[src/rtl/tjmono_readout_emu.sv]
// tjmono_readout_emu
//   Chip-side emulator of the TJ-Monopix column readout (TOK/FREEZE/READ/OUT).
//   Hits are queued into a FIFO, announced on TOK_OUT, and shifted out MSB-first
//   on DATA_OUT after a READ_IN pulse.
//
// Ports
//   CLK, RST        clock, synchronous active-high reset
//   HIT_WR/HIT_DATA push a hit word; HIT_FULL flags a full FIFO (writes dropped)
//   FREEZE_IN       freeze from receiver; snapshots the occupancy on its rising edge
//   READ_IN         one-cycle read request from receiver
//   TOK_OUT         registered token: words available (snapshot while frozen)
//   DATA_OUT        serial hit data, MSB first
//   BUSY            shift in progress
//   OCCUPANCY       words currently in the FIFO
//   ERR_CNT         saturating protocol error count
//
// Configuration
//   TJMONO_EMU_PARITY_EN  append one even-parity bit (XOR of the word) after bit 0

module tjmono_readout_emu #(
  parameter int unsigned FIFO_ADDR_BITS = 4,
  parameter int unsigned WORD_BITS      = 27
) (
  input  logic                      CLK,
  input  logic                      RST,
  input  logic                      HIT_WR,
  input  logic [WORD_BITS-1:0]      HIT_DATA,
  output logic                      HIT_FULL,
  input  logic                      FREEZE_IN,
  input  logic                      READ_IN,
  output logic                      TOK_OUT,
  output logic                      DATA_OUT,
  output logic                      BUSY,
  output logic [FIFO_ADDR_BITS:0]   OCCUPANCY,
  output logic [7:0]                ERR_CNT
);

  localparam int unsigned DEPTH = 2 ** FIFO_ADDR_BITS;
`ifdef TJMONO_EMU_PARITY_EN
  localparam int unsigned SHIFT_LEN = WORD_BITS + 1;
`else
  localparam int unsigned SHIFT_LEN = WORD_BITS;
`endif
  localparam int unsigned CNT_W = $clog2(SHIFT_LEN);

  typedef enum logic [0:0] {StIdle, StShift} state_e;

  state_e                    state_q;
  logic [WORD_BITS-1:0]      mem [DEPTH];
  logic [FIFO_ADDR_BITS-1:0] wr_ptr_q;
  logic [FIFO_ADDR_BITS-1:0] rd_ptr_q;
  logic [FIFO_ADDR_BITS:0]   occ_q;
  logic [FIFO_ADDR_BITS:0]   snap_q;
  logic                      freeze_q;
  logic [SHIFT_LEN-1:0]      shreg_q;
  logic [CNT_W-1:0]          cnt_q;

  logic                      full;
  logic                      avail;
  logic                      wr_acc;
  logic                      pop;
  logic                      err_ev;
  logic [WORD_BITS-1:0]      head;
  logic [SHIFT_LEN-1:0]      load_word;

  always_comb begin
    full   = (occ_q == (FIFO_ADDR_BITS + 1)'(DEPTH));
    // While frozen only the words present at the freeze edge may be read.
    avail  = FREEZE_IN ? (snap_q != '0) : (occ_q != '0);
    // Fullness is judged on the pre-edge occupancy: a same-cycle pop frees nothing.
    wr_acc = HIT_WR && !full;
    pop    = READ_IN && (state_q == StIdle) && avail;
    err_ev = (READ_IN && (state_q == StShift)) ||
             (READ_IN && (state_q == StIdle) && !avail) ||
             (HIT_WR && full);
    head   = mem[rd_ptr_q];
`ifdef TJMONO_EMU_PARITY_EN
    load_word = {head, ^head};
`else
    load_word = head;
`endif
  end

  assign HIT_FULL  = full;
  assign OCCUPANCY = occ_q;

  // Storage needs no reset: entries are only read after being written.
  always_ff @(posedge CLK) begin
    if (wr_acc) begin
      mem[wr_ptr_q] <= HIT_DATA;
    end
  end

  always_ff @(posedge CLK) begin
    if (RST) begin
      state_q  <= StIdle;
      wr_ptr_q <= '0;
      rd_ptr_q <= '0;
      occ_q    <= '0;
      snap_q   <= '0;
      freeze_q <= 1'b0;
      shreg_q  <= '0;
      cnt_q    <= '0;
      TOK_OUT  <= 1'b0;
      DATA_OUT <= 1'b0;
      BUSY     <= 1'b0;
      ERR_CNT  <= 8'd0;
    end else begin
      freeze_q <= FREEZE_IN;
      TOK_OUT  <= FREEZE_IN ? (snap_q != '0) : (occ_q != '0);

      if (wr_acc) wr_ptr_q <= wr_ptr_q + 1'b1;
      if (pop)    rd_ptr_q <= rd_ptr_q + 1'b1;

      unique case ({wr_acc, pop})
        2'b10:   occ_q <= occ_q + 1'b1;
        2'b01:   occ_q <= occ_q - 1'b1;
        default: occ_q <= occ_q;
      endcase

      // Snapshot excludes a write landing in the same cycle as the freeze edge.
      if (!FREEZE_IN) begin
        snap_q <= '0;
      end else if (!freeze_q) begin
        snap_q <= occ_q;
      end else if (pop) begin
        snap_q <= snap_q - 1'b1;
      end

      if (err_ev && (ERR_CNT != 8'hFF)) begin
        ERR_CNT <= ERR_CNT + 8'd1;
      end

      unique case (state_q)
        StIdle: begin
          if (pop) begin
            state_q  <= StShift;
            DATA_OUT <= load_word[SHIFT_LEN-1];
            shreg_q  <= load_word << 1;
            cnt_q    <= CNT_W'(SHIFT_LEN - 1);
            BUSY     <= 1'b1;
          end else begin
            DATA_OUT <= 1'b0;
            BUSY     <= 1'b0;
          end
        end
        StShift: begin
          if (cnt_q == '0) begin
            state_q  <= StIdle;
            DATA_OUT <= 1'b0;
            BUSY     <= 1'b0;
          end else begin
            DATA_OUT <= shreg_q[SHIFT_LEN-1];
            shreg_q  <= shreg_q << 1;
            cnt_q    <= cnt_q - 1'b1;
          end
        end
      endcase
    end
  end

endmodule
[config.mk]
export PLATFORM = sky130hd
export DESIGN_NAME = tjmono_readout_emu
export DESIGN_NICKNAME = d
export VERILOG_FILES = /design/src/rtl/tjmono_readout_emu.sv
export SDC_FILE = /design/constraint.sdc
export NUM_CORES = 1
export LEC_CHECK = 0
export CORE_ASPECT_RATIO = 0.7
export CORE_MARGIN = 3
export CORE_UTILIZATION = 65
export CTS_BUF_LIST = sky130_fd_sc_hd__clkbuf_4 sky130_fd_sc_hd__clkbuf_8
export CTS_CLUSTER_SIZE = 25
export DETAILED_ROUTE_END_ITERATION = 12
export GPL_TIMING_DRIVEN = 0
export PLACE_DENSITY = 0.83
export RECOVER_POWER = 25
export REMOVE_ABC_BUFFERS = 1
export SKIP_CTS_REPAIR_TIMING = 1
export SYNTH_ARGS = -nofsm -noshare
export SYNTH_HDL_FRONTEND = slang
export SYNTH_SLANG_ARGS = --single-unit
[constraint.sdc]
create_clock -name CLK -period 9 [get_ports CLK]
set_input_delay 1.8 -clock CLK [delete_from_list [all_inputs] [get_ports CLK]]
set_output_delay 1.8 -clock CLK [all_outputs]
set_load 0.03 [all_outputs]
==> flow_summary.ini <==
[grt]
grt_use_total_pct = 26.7
antenna_violations_before_repair = 2
grt_max_degree = 53
global_route.overflow_total = 0
grt_pass1_vias = 10200
grt_first_pass_wirelength_um = 62000

[cells_and_area]
final-instance-count-excl-fill = 1498
final_core_util_pct = 76.5
final.fill_count = 1446
final_net_count = 1106
antenna_cells = 0
area_delta_synth_final_pct = 15.0
share_of_cells_above_drive_strength_1_pct = 28.7

[critical_path]
timing.critical_path.buf_inv = 2
worst_case_reg_to_reg_path_depth = 10
endpoint_kind = register
timing.critical_path.slowest_cell_delay_ps = 740
critPathSlowestCell = nor2b_1
critical_path_arrival_ps = 5840
crit_required_ps = 9480
reg2reg_from = state_q
cell_family_with_the_largest_share_of_critical_path_delay = simple AND/OR/NAND/NOR gates
crit_type = in -> reg
crit_path_top_cell_by_count = ha_1
timing.critical_path.cells = clkdlybuf4s50_1 -> nor2b_1 -> nand2_1 -> clkinv_1 -> ha_1 -> ha_1 -> and3b_1 -> or4_1 -> a311oi_1 -> mux2_1
critical_path.startpoint_type = input port
critical_path.max_fanout = 10
ff2ff_setup_slack_ps = 4610
worstReg2RegEnd = OCCUPANCY[4]

[cts]
worst_skew_pair.late_latency_ps = 600
tritoncts.num_buffers = 72
clock_sink_count = 498
cts.path.max_buffers = 3
cts.htree.levels = 3
clkTransAtPathRegs_ps = 60
clockRootBuffer = clkbuf_8
cts_tree = done

[sta]
min_period_ps = 5370
rsz_0062_raised_after_global_routing = false
timing.final.setup_violations = 0
worst_clock_skew_ps = 23.2
setup-tns-final_ps = 0
slew_viol_final = 0
finalHoldViolCount = 0
period_share_pct = 59.6
worst_pin_slew_ps = 1190
timing.fmax_ghz = 0.186
finalWorstSetupSlack_ps = 3630
relSlewSlack_pct = 20.2

[synth]
postSynthCellCount = 964
synth-edff-count = 432
synthesis.area_um2 = 19400
synth_cell_types = 53
postSynth.topFlopCell = edfxtp_1
postSynthRegisterBits = 498
synthesis.area_per_instance_um2 = 20.1
async_reset_ff_share_pct = 0
synthesis.yosys.warnings = 0
yosysSeqAreaShare_pct = 73.7

[pwr]
vdd_drop_max_mv = 0.150
finalPower_mw = 5.43
power.static_leakage_nw = 6.99
p_per_area_nw_per_um2 = 243

[routing]
detail_route.first_pass.iterations = 6
route.detailed.vias_per_inst = 6.58
routedWlPerCell_um = 27.3
drt_wl_total_um = 40800
post-route-drc-count = 0
detailedRoute.firstIterationViolations = 981
count_of_vias_placed_by_the_detailed_router = 9864
ant_nets = 0

[worst_hold_path]
min_path_cells = 2
min_to = ERR_CNT[6]
min_path_type = reg -> reg
origin_of_the_worst_min_delay_path = ERR_CNT[6]

[place]
pre_cts_ws_ps = 3160
dpl.hpwl_um = 24100
place_congestion = 0.734
placed_cells = 1365
portBuffers = 48

[die]
start_util_pct = 66.5
die_h_um = 151
coreArea_um2 = 29100
io_pins = 49
floorplan.die_area_um2 = 32000
placementRows = 52
die_w_um = 212

[outcome]
outcome = completed

[flow_run]
cap_viol_max_count = 0
## layout make-up
| class | instances | area, um^2 | area share, % |
|---|---|---|---|
| flip-flops and latches | 498 | 14300 | 64.1 |
| multi-input cells | 396 | 4910 | 22.0 |
| clock buffers | 115 | 1350 | 6.03 |
| repair buffers | 79 | 1080 | 4.85 |
| well taps | 378 | 473 | 2.12 |
| clock inverters | 18 | 136 | 0.611 |
| inverters | 14 | 52.6 | 0.236 |
## per-layer routing
metal	track usage, %	up-vias	share of wire, %	wire [um]
met3	6.04	94	10	4120
li1	-	4160	-	-
met4	9.87	4	2.4	974
met5	0	-	0.066	27
met1	37.9	5077	38	15700
met2	42.0	529	49	20100
## kinds of logic after synthesis
kind of cell	share of synthesized area (%)
xor+xnor	0.768
mux	17.2
simple gates	3.30
flops	73.7
compound gates	2.54
fa+ha+maj	0.839
buf+inv	1.60
## tightest hold or removal path, delay by kind of cell (launching register included)
family	cells	cell delay [ps]
DFF	1	340
AOI/OAI and AO/OA	1	50
buffers and inverters	1	60
## cell usage in the layout (no fill, tap or decap), types with 13 or more instances in the layout
| master | n |
|---|---|
| nor2_1 | 55 |
| mux2i_1 | 27 |
| dfxtp_1 | 61 |
| a21oi_1 | 16 |
| clkbuf_4 | 38 |
| ha_1 | 13 |
| a211oi_1 | 30 |
| mux4_2 | 135 |
| clkbuf_8 | 77 |
| nand2_1 | 13 |
| clkdlybuf4s50_1 | 31 |
| edfxtp_1 | 432 |
| inv_1 | 13 |
| dlygate4sd3_1 | 16 |
## registers in the layout, indices dropped and copies added (netlist names), named ones only
signal and flops:
mem 432, shreg_q 26, ERR_CNT 8, OCCUPANCY 5
cnt_q 5, snap_q 5, rd_ptr_q 4, wr_ptr_q 4
BUSY 1, DATA_OUT 1, TOK_OUT 1, freeze_q 1
state_q 1
## power by group
group | switching, mW | internal [mW] | total [mW]
combinational | 0.425 | 0.438 | 0.862
clock | 0.818 | 1.01 | 1.82
sequential | 0.123 | 2.62 | 2.74
total | 1.37 | 4.06 | 5.43
## worst max path at each step
stage	slack (ps)	from	cells after the start	endpoint
final	3630	READ_IN	10	OCCUPANCY[4]
after global routing	3480	READ_IN	10	OCCUPANCY[4]
after CTS	3760	READ_IN	10	OCCUPANCY[4]
after detailed placement	3160	READ_IN	10	OCCUPANCY[4]
after global placement	830	HIT_WR	4	mem[3][19]
after floorplan	2960	register	4	shreg_q[10]
## per-stage QoR
stage / hold WS (ps) / instance area (um^2)
5_1_grt: 513 / 22300
6_report: 499 / 22300
3_3_place_gp: 442 / 20100
3_5_place_dp: 488 / 20800
2_1_floorplan: 441 / 19100
4_1_cts: 499 / 22300
## Yosys cell counts, drive strengths merged, types with 2 or more instances
master | instances | share of area, %
xnor2 | 5 | 0.23
o31ai | 4 | 0.15
mux2i | 27 | 1.4
nand4 | 4 | 0.13
nand2b | 5 | 0.16
nor2b | 6 | 0.19
a21oi | 16 | 0.41
or3b | 2 | 0.090
a31oi | 2 | 0.065
inv | 13 | 0.25
nand3 | 10 | 0.26
mux2 | 3 | 0.17
o21ai | 4 | 0.10
dfxtp | 66 | 6.8
xor2 | 12 | 0.54
o41ai | 2 | 0.090
or4 | 5 | 0.19
a221oi | 2 | 0.090
nor4 | 2 | 0.14
nand2 | 13 | 0.25
nor2 | 67 | 1.3
a22oi | 2 | 0.10
buf | 27 | 0.77
edfxtp | 432 | 67
ha | 13 | 0.84
a211oi | 30 | 1.2
nor3 | 8 | 0.21
mux4 | 135 | 16
nor4b | 2 | 0.12
clkbuf | 29 | 0.56
Note: power is estimated with default switching activity, not from simulation.
